[config.mk]
export PLATFORM = sky130hd
export DESIGN_NAME = sync_lock_ctrl_flat
export DESIGN_NICKNAME = d
export VERILOG_FILES = /design/src/rtl/sync_lock_pkg.sv /design/src/rtl/sync_lock_ctrl_if.sv /design/src/rtl/vs_edge_sync.sv /design/src/rtl/sync_lock_ctrl.sv /design/src/flat_wrapper.sv
export SDC_FILE = /design/constraint.sdc
export NUM_CORES = 1
export LEC_CHECK = 0
export ABC_AREA = 1
export BUFFER_PORTS_ARGS = -buffer_cell sky130_fd_sc_hd__buf_2
export CAP_MARGIN = 20
export CORE_ASPECT_RATIO = 1.1
export CORE_UTILIZATION = 56
export CTS_CLUSTER_SIZE = 24
export DETAILED_ROUTE_END_ITERATION = 8
export PLACE_DENSITY_LB_ADDON = 0.15
export SYNTH_ARGS = -nofsm -noshare
export SYNTH_HDL_FRONTEND = slang
export SYNTH_SLANG_ARGS = --single-unit
[constraint.sdc]
create_clock -name clk27 -period 5.3 [get_ports clk27]
set_input_delay 1.06 -clock clk27 [delete_from_list [all_inputs] [get_ports clk27]]
set_output_delay 1.06 -clock clk27 [all_outputs]
set_load 0.05 [all_outputs]
[src/rtl/sync_lock_pkg.sv]
// Shared types and constants for the VSYNC mode-lock controller.
// State codes are visible to firmware through state_o, so their encoding is fixed.
package sync_lock_pkg;

    typedef enum logic [1:0] {
        NOSYNC = 2'b00,
        ACQ    = 2'b01,
        LOCKED = 2'b10,
        HOLD   = 2'b11
    } lock_state_t;

    localparam int VT_W   = 11;
    localparam int PCNT_W = 20;
    localparam int CNT_W  = 4;

    localparam int STABLE_FRAMES_DEF = 4;
    localparam int LOST_FRAMES_DEF   = 2;
    localparam int VS_TIMEOUT_DEF    = 2700000;
    localparam int PCNT_TOL_DEF      = 16;

    // One extra bit so the subtract never wraps between unsigned frame counts.
    function automatic logic [PCNT_W:0] pcnt_abs_delta(input logic [PCNT_W-1:0] a,
                                                       input logic [PCNT_W-1:0] b);
        logic signed [PCNT_W:0] d;
        d = $signed({1'b0, a}) - $signed({1'b0, b});
        return d[PCNT_W] ? $unsigned(-d) : $unsigned(d);
    endfunction

endpackage

[src/rtl/sync_lock_ctrl_if.sv]
// Frontend status inputs and firmware-facing lock outputs of sync_lock_ctrl.
interface sync_lock_ctrl_if;
    import sync_lock_pkg::*;

    logic              vsync_n_i;
    logic [VT_W-1:0]   vtotal_i;
    logic              interlace_i;
    logic [PCNT_W-1:0] pcnt_frame_i;
    logic              irq_ack_i;

    logic              locked_o;
    logic              blank_o;
    logic              irq_o;
    logic [1:0]        state_o;
    logic [VT_W-1:0]   mode_vtotal_o;
    logic              mode_interlace_o;
    logic [PCNT_W-1:0] mode_pcnt_o;

    modport master (
        output vsync_n_i, vtotal_i, interlace_i, pcnt_frame_i, irq_ack_i,
        input  locked_o, blank_o, irq_o, state_o,
               mode_vtotal_o, mode_interlace_o, mode_pcnt_o
    );

    modport slave (
        input  vsync_n_i, vtotal_i, interlace_i, pcnt_frame_i, irq_ack_i,
        output locked_o, blank_o, irq_o, state_o,
               mode_vtotal_o, mode_interlace_o, mode_pcnt_o
    );

endinterface

[src/rtl/vs_edge_sync.sv]
// Two-flop synchronizer plus registered falling-edge detect for active-low sync strobes.
// Shared by the VSYNC, HSYNC and FID monitors.
module vs_edge_sync (
    input  logic clk,
    input  logic rst_n,
    input  logic sig_n,
    output logic evt
);

    // [0],[1] synchronize; [2] holds the previous synchronized level.
    logic [2:0] sync_q;

    always_ff @(posedge clk or negedge rst_n) begin
        if (!rst_n) begin
            sync_q <= 3'b111;
            evt    <= 1'b0;
        end else begin
            sync_q <= {sync_q[1:0], sig_n};
            evt    <= sync_q[2] & ~sync_q[1];
        end
    end

endmodule

[src/rtl/sync_lock_ctrl.sv]
// Mode-lock FSM: samples frame status per VSYNC, locks after a run of matching frames,
// drops lock after a run of mismatches or a VSYNC timeout, and raises a sticky irq.
//   state  | meaning
//   NOSYNC | no valid VSYNC; next event seeds the candidate mode
//   ACQ    | counting consecutive frames matching the candidate
//   LOCKED | mode latched, frames match the locked mode
//   HOLD   | locked but recent frames mismatch; counting toward loss
module sync_lock_ctrl
    import sync_lock_pkg::*;
#(
    parameter int STABLE_FRAMES = STABLE_FRAMES_DEF,
    parameter int LOST_FRAMES   = LOST_FRAMES_DEF,
    parameter int VS_TIMEOUT    = VS_TIMEOUT_DEF,
    parameter int PCNT_TOL      = PCNT_TOL_DEF
) (
    input logic             clk27,
    input logic             reset_n,
    sync_lock_ctrl_if.slave bus
);

    localparam int                TMO_W    = $clog2(VS_TIMEOUT);
    localparam logic [TMO_W-1:0]  TMO_LAST = TMO_W'(VS_TIMEOUT - 1);
    localparam logic [CNT_W-1:0]  STABLE_N = CNT_W'(STABLE_FRAMES);
    localparam logic [CNT_W-1:0]  LOST_N   = CNT_W'(LOST_FRAMES);
    localparam logic [PCNT_W:0]   TOL_N    = (PCNT_W+1)'(PCNT_TOL);

    logic [1:0]        rst_sync_q;
    logic              rst_n;
    logic              vs_evt;
    logic              cmp_en;
    logic              tmo;
    logic [TMO_W-1:0]  tmo_cnt;

    lock_state_t       state, state_nxt;
    logic [CNT_W-1:0]  stab_cnt, stab_nxt, miss_cnt, miss_nxt;
    logic              load_cand, latch_mode, irq_set, match, irq;

    logic [VT_W-1:0]   cur_vt, cand_vt, mode_vt, ref_vt;
    logic              cur_il, cand_il, mode_il, ref_il;
    logic [PCNT_W-1:0] cur_pc, cand_pc, mode_pc, ref_pc;

    // Asynchronous assert, synchronized release.
    always_ff @(posedge clk27 or negedge reset_n) begin
        if (!reset_n) rst_sync_q <= 2'b00;
        else          rst_sync_q <= {rst_sync_q[0], 1'b1};
    end
    assign rst_n = rst_sync_q[1];

    vs_edge_sync u_vs_sync (
        .clk   (clk27),
        .rst_n (rst_n),
        .sig_n (bus.vsync_n_i),
        .evt   (vs_evt)
    );

    assign tmo = (tmo_cnt == TMO_LAST);

    always_ff @(posedge clk27 or negedge rst_n) begin
        if (!rst_n) begin
            tmo_cnt <= '0;
            cmp_en  <= 1'b0;
            cur_vt  <= '0;
            cur_il  <= 1'b0;
            cur_pc  <= '0;
        end else begin
            cmp_en <= vs_evt;
            if (vs_evt) begin
                tmo_cnt <= '0;
                cur_vt  <= bus.vtotal_i;
                cur_il  <= bus.interlace_i;
                cur_pc  <= bus.pcnt_frame_i;
            end else if (!tmo) begin
                tmo_cnt <= tmo_cnt + TMO_W'(1);
            end
        end
    end

    // Once locked, frames are judged against the latched mode, not the candidate.
    assign ref_vt = state[1] ? mode_vt : cand_vt;
    assign ref_il = state[1] ? mode_il : cand_il;
    assign ref_pc = state[1] ? mode_pc : cand_pc;
    assign match  = (cur_vt == ref_vt) && (cur_il == ref_il) &&
                    (pcnt_abs_delta(cur_pc, ref_pc) <= TOL_N);

    always_comb begin
        state_nxt  = state;
        stab_nxt   = stab_cnt;
        miss_nxt   = miss_cnt;
        load_cand  = 1'b0;
        latch_mode = 1'b0;
        irq_set    = 1'b0;
        if (tmo) begin
            state_nxt = NOSYNC;
            irq_set   = state[1];
        end else if (cmp_en) begin
            case (state)
                NOSYNC: begin
                    load_cand = 1'b1;
                    stab_nxt  = CNT_W'(1);
                    state_nxt = ACQ;
                end
                ACQ: begin
                    if (match) begin
                        stab_nxt = stab_cnt + CNT_W'(1);
                        if (stab_nxt == STABLE_N) begin
                            state_nxt  = LOCKED;
                            latch_mode = 1'b1;
                            irq_set    = 1'b1;
                        end
                    end else begin
                        load_cand = 1'b1;
                        stab_nxt  = CNT_W'(1);
                    end
                end
                LOCKED, HOLD: begin
                    if (match) begin
                        state_nxt = LOCKED;
                        miss_nxt  = '0;
                    end else begin
                        miss_nxt  = (state == LOCKED) ? CNT_W'(1) : miss_cnt + CNT_W'(1);
                        state_nxt = HOLD;
                        if (miss_nxt == LOST_N) begin
                            state_nxt = ACQ;
                            load_cand = 1'b1;
                            stab_nxt  = CNT_W'(1);
                            irq_set   = 1'b1;
                        end
                    end
                end
                default: ;
            endcase
        end
    end

    always_ff @(posedge clk27 or negedge rst_n) begin
        if (!rst_n) begin
            state    <= NOSYNC;
            stab_cnt <= '0;
            miss_cnt <= '0;
            cand_vt  <= '0;
            cand_il  <= 1'b0;
            cand_pc  <= '0;
            mode_vt  <= '0;
            mode_il  <= 1'b0;
            mode_pc  <= '0;
            irq      <= 1'b0;
        end else begin
            state    <= state_nxt;
            stab_cnt <= stab_nxt;
            miss_cnt <= miss_nxt;
            if (load_cand) begin
                cand_vt <= cur_vt;
                cand_il <= cur_il;
                cand_pc <= cur_pc;
            end
            if (latch_mode) begin
                mode_vt <= cand_vt;
                mode_il <= cand_il;
                mode_pc <= cand_pc;
            end
            irq <= irq_set | (irq & ~bus.irq_ack_i);
        end
    end

    assign bus.locked_o         = state[1];
    assign bus.blank_o          = ~state[1];
    assign bus.irq_o            = irq;
    assign bus.state_o          = state;
    assign bus.mode_vtotal_o    = mode_vt;
    assign bus.mode_interlace_o = mode_il;
    assign bus.mode_pcnt_o      = mode_pc;

endmodule

[src/flat_wrapper.sv]
// flat-port wrapper written by rule: the top's interface ports become plain ports
module sync_lock_ctrl_flat import sync_lock_pkg::*;
#(
    parameter int STABLE_FRAMES = STABLE_FRAMES_DEF,
    parameter int LOST_FRAMES   = LOST_FRAMES_DEF,
    parameter int VS_TIMEOUT    = VS_TIMEOUT_DEF,
    parameter int PCNT_TOL      = PCNT_TOL_DEF
)
  (clk27, reset_n, bus_vsync_n_i, bus_vtotal_i, bus_interlace_i, bus_pcnt_frame_i, bus_irq_ack_i, bus_locked_o, bus_blank_o, bus_irq_o, bus_state_o, bus_mode_vtotal_o, bus_mode_interlace_o, bus_mode_pcnt_o);
  sync_lock_ctrl_if bus_i ();
  input logic clk27;
  input logic reset_n;
  input wire logic [$bits(bus_i.vsync_n_i)-1:0] bus_vsync_n_i;
  input wire logic [$bits(bus_i.vtotal_i)-1:0] bus_vtotal_i;
  input wire logic [$bits(bus_i.interlace_i)-1:0] bus_interlace_i;
  input wire logic [$bits(bus_i.pcnt_frame_i)-1:0] bus_pcnt_frame_i;
  input wire logic [$bits(bus_i.irq_ack_i)-1:0] bus_irq_ack_i;
  output wire logic [$bits(bus_i.locked_o)-1:0] bus_locked_o;
  output wire logic [$bits(bus_i.blank_o)-1:0] bus_blank_o;
  output wire logic [$bits(bus_i.irq_o)-1:0] bus_irq_o;
  output wire logic [$bits(bus_i.state_o)-1:0] bus_state_o;
  output wire logic [$bits(bus_i.mode_vtotal_o)-1:0] bus_mode_vtotal_o;
  output wire logic [$bits(bus_i.mode_interlace_o)-1:0] bus_mode_interlace_o;
  output wire logic [$bits(bus_i.mode_pcnt_o)-1:0] bus_mode_pcnt_o;
  assign bus_i.vsync_n_i = bus_vsync_n_i;
  assign bus_i.vtotal_i = bus_vtotal_i;
  assign bus_i.interlace_i = bus_interlace_i;
  assign bus_i.pcnt_frame_i = bus_pcnt_frame_i;
  assign bus_i.irq_ack_i = bus_irq_ack_i;
  assign bus_locked_o = bus_i.locked_o;
  assign bus_blank_o = bus_i.blank_o;
  assign bus_irq_o = bus_i.irq_o;
  assign bus_state_o = bus_i.state_o;
  assign bus_mode_vtotal_o = bus_i.mode_vtotal_o;
  assign bus_mode_interlace_o = bus_i.mode_interlace_o;
  assign bus_mode_pcnt_o = bus_i.mode_pcnt_o;
  sync_lock_ctrl #(.STABLE_FRAMES(STABLE_FRAMES), .LOST_FRAMES(LOST_FRAMES), .VS_TIMEOUT(VS_TIMEOUT), .PCNT_TOL(PCNT_TOL)) u_core (.clk27(clk27), .reset_n(reset_n), .bus(bus_i));
endmodule
==> run_results.csv <==
group,metric,value,unit
synthesis,synth_common_cells,"nand2_1 (476), inv_1 (165), dfrtp_1 (133)",
setup_path,start_kind,"register",
place,place_area,0.00926,mm2
drt,drt_first_pass_iters,5,
run_status,status,"finished, final reports clean",
synthesis,synthCells,1296,
clocking,clk_latency,0.42,ns
clocking,cts_buffer_depth,2,
finish,n_antenna_cell,0,
floorplan,pin_count,73,
setup_path,reg2reg_from,"u_core.bus.state_o[1]$_DFFE_PN0P_",
clocking,cts_hold_buf,0,
pwr,power.density,644,mW/mm2
setup_path,cpMostUsedCell,"nand2_1",
synthesis,synthTopCellsByArea,"dfrtp_1 (38%), nand2_1 (20%), inv_1 (7.1%)",
finish,fin_area,0.00991,mm2
synthesis,synth_flop_cell,"dfrtp_1",
timing,setup_viol,0,
drt,drt-vias-per-instance,5.41,
timing,timing.slew.headroom,46.3,%
clocking,htreeDepth,4,
synthesis,synth-seq-cells,136,
setup_path,critPathSlowestCell,"dfrtp_1",
timing,totalNegativeSetupSlack,0,ns
floorplan,die_w,121,um
finish,final_util,65.3,%
grt,gr-total-overflow,0,
finish,nNetsFinal,1416,
synthesis,async_flop_share,100,%
timing,clock.fmax,212,MHz
place,dpl.hpwl,17.0,mm
drt,drc,0,
pwr,power_leakage,5.32,nW
place,io_buffers,72,
drt,drt_wl_total,23.1,mm
setup_path,max_stage_delay,0.50,ns
drt,wire_per_inst,14.8,um
grt,antenna_found_initial,0,
timing,fin_crit,4.71,ns
place,place_ws,0.639,ns
grt,grt_pass1_wl,38.8,mm
place,gp_congestion,0.926,
floorplan,die_area,0.0162,mm2
timing,slew_violations,0,
finish,fillers,1348,
clocking,root_buffer,"clkbuf_16",
synthesis,ys_seq_area_share,38.9,%
timing,post-route-period-util,88.9,%
synthesis,synth.most_common_cell,"nand2_1",
setup_path,critPathKind,"register to register",
timing,rsz0062_at_grt,"no",
setup_path,r2r_end,"u_core.cand_pc[4]$_DFFE_PN0P_",
setup_path,ff2ff_path_depth,26,
setup_path,r2r_slack,0.59,ns
synthesis,ys.warnings.count,0,
pwr,power,6.39,mW
floorplan,rows,47,
finish,syn_to_final_growth,13.0,%
grt,track_usage,30.8,%
timing,clock_skew,0.00992,ns
setup_path,critPathArrivalTime,5.02,ns
clocking,clkSinkCount,136,
synthesis,synth_cell_types,43,
clocking,path_clk_slew,0.06,ns
synthesis,synth_top_area_cell,"dfrtp_1",
floorplan,core,0.0152,mm2
clocking,cts_setup_buffers,0,
worst_hold_path,hold_path.class,"register to asynchronous set/reset pin",
finish,final-seq-area,0.00341,mm2
drt,drt_iter0_drc,608,
synthesis,syn_avg_cell_area,6.77,um2
setup_path,end_kind,"register",
synthesis,syn-cell-area,0.00877,mm2
flow_run,maxCapViolations,0,
timing,fin_ws,0.586,ns
timing,worst_slew_pin_slew,0.805,ns
drt,vias,8464,
synthesis,synthesis.nets,1357,
setup_path,required,5.60,ns
grt,grt_max_degree,66,
clocking,numCtsBuffers,17,
clocking,ctsResizeCount,0,
grt,grt_pass1_vias,8171,
drt,ant_nets,0,
clocking,tritoncts,"done",
finish,multi_input_area,0.00450,mm2
floorplan,start_util,57.8,%
synthesis,synth_top_cell_area_share,38.0,%
floorplan,dieHeight,133,um
synthesis,synth_edf_count,0,
pwr,irDropWorstVdd,0.275,mV
finish,layout-drive-gt1-share,11.4,%
setup_path,critPathMaxFanout,37,
timing,finalHoldViolCount,0,
==> per-stage QoR <==
step	hold WS [ns]	cells
final	0.296	1564
after global routing	0.351	1564
after CTS	0.324	1564
after detailed placement	0.310	1532
after global placement	0.310	1531
after floorplan	0.331	1296
==> worst max-delay path, delay by kind of cell, from the launching register on <==
| kind | cells | cell delay [ns] |
|---|---|---|
| AND/OR/NAND/NOR | 20 | 2.66 |
| adder cells (fa/ha/maj) | 2 | 0.68 |
| buffers and inverters | 3 | 0.55 |
| flip-flops | 1 | 0.50 |
| AO/OA/AOI/OAI | 1 | 0.16 |
==> state kept, by name (all words and copies together), names as in the netlist, 11 cells and up <==
signal / count
u_core.bus.mode_vtotal_o: 11
u_core.bus.mode_pcnt_o: 20
u_core.cur_vt: 11
u_core.tmo_cnt: 22
u_core.cur_pc: 20
u_core.cand_pc: 20
u_core.cand_vt: 11
==> area by class of cell <==
cell class | count | area share (%)
Clock inverter | 14 | 2.24
Sequential cell | 136 | 34.4
Tap cell | 196 | 2.48
Clock buffer | 18 | 4.33
Timing Repair Buffer | 82 | 4.60
Multi-Input combinational cell | 946 | 45.4
Inverter | 172 | 6.52
==> cells in the final DEF, fill, tap and decap left out, types with 24 or more instances in the layout <==
| cell | netlist | layout |
|---|---|---|
| dfrtp_1 | 133 | 132 |
| buf_2 | 12 | 72 |
| nor2_1 | 93 | 92 |
| inv_1 | 165 | 165 |
| ha_1 | 24 | 24 |
| nand4_1 | 54 | 54 |
| o21ai_1 | 25 | 25 |
| o21ai_0 | 72 | 72 |
| nand3_1 | 94 | 94 |
| nand2_1 | 476 | 476 |
==> routing by layer <==
layer | track usage [%] | part of all wire [%] | wire length [um]
met1 | 39.6 | 43 | 9980
met2 | 52.0 | 49 | 11400
met3 | 5.01 | 5.0 | 1150
met4 | 11.2 | 2.5 | 578
met5 | 0 | 0 | 0
==> how the worst max path moves through the flow <==
stage	from	endpoint	slack [ns]	cells past startpoint
final	u_core.bus.state_o[1]$_DFFE_PN0P_	u_core.cand_pc[4]$_DFFE_PN0P_	0.59	26
after detailed placement	u_core.bus.state_o[1]$_DFFE_PN0P_	u_core.cand_pc[16]$_DFFE_PN0P_	0.64	26
after global routing	u_core.bus.state_o[1]$_DFFE_PN0P_	u_core.cand_pc[2]$_DFFE_PN0P_	0.10	26
after global placement	u_core.bus.state_o[1]$_DFFE_PN0P_	u_core.cand_pc[6]$_DFFE_PN0P_	0.79	26
after floorplan	u_core.bus.state_o[1]$_DFFE_PN0P_	u_core.bus.mode_pcnt_o[12]$_DFFE_PN0P_	0.55	28
after CTS	u_core.bus.state_o[1]$_DFFE_PN0P_	u_core.cand_pc[8]$_DFFE_PN0P_	0.64	26
==> report_power, final <==
part / internal [mW] / total (mW) / switching [mW] / leakage (nW)
combinational: 1.13 / 3.70 / 2.57 / 3.25
clock: 0.839 / 1.30 / 0.457 / 0.308
sequential: 1.24 / 1.39 / 0.153 / 1.77
==> kinds of logic after synthesis <==
group           count (synthesis)  share of synthesized area (%)
simple gates                  770                           37.8
buf+inv                       214                           9.85
flops                         136                           38.9
compound gates                133                           8.13
fa+ha+maj                      25                           3.65
xor+xnor                       17                           1.70
other cells                     1                         0.0428
Note: power is estimated with default switching activity, not from simulation.
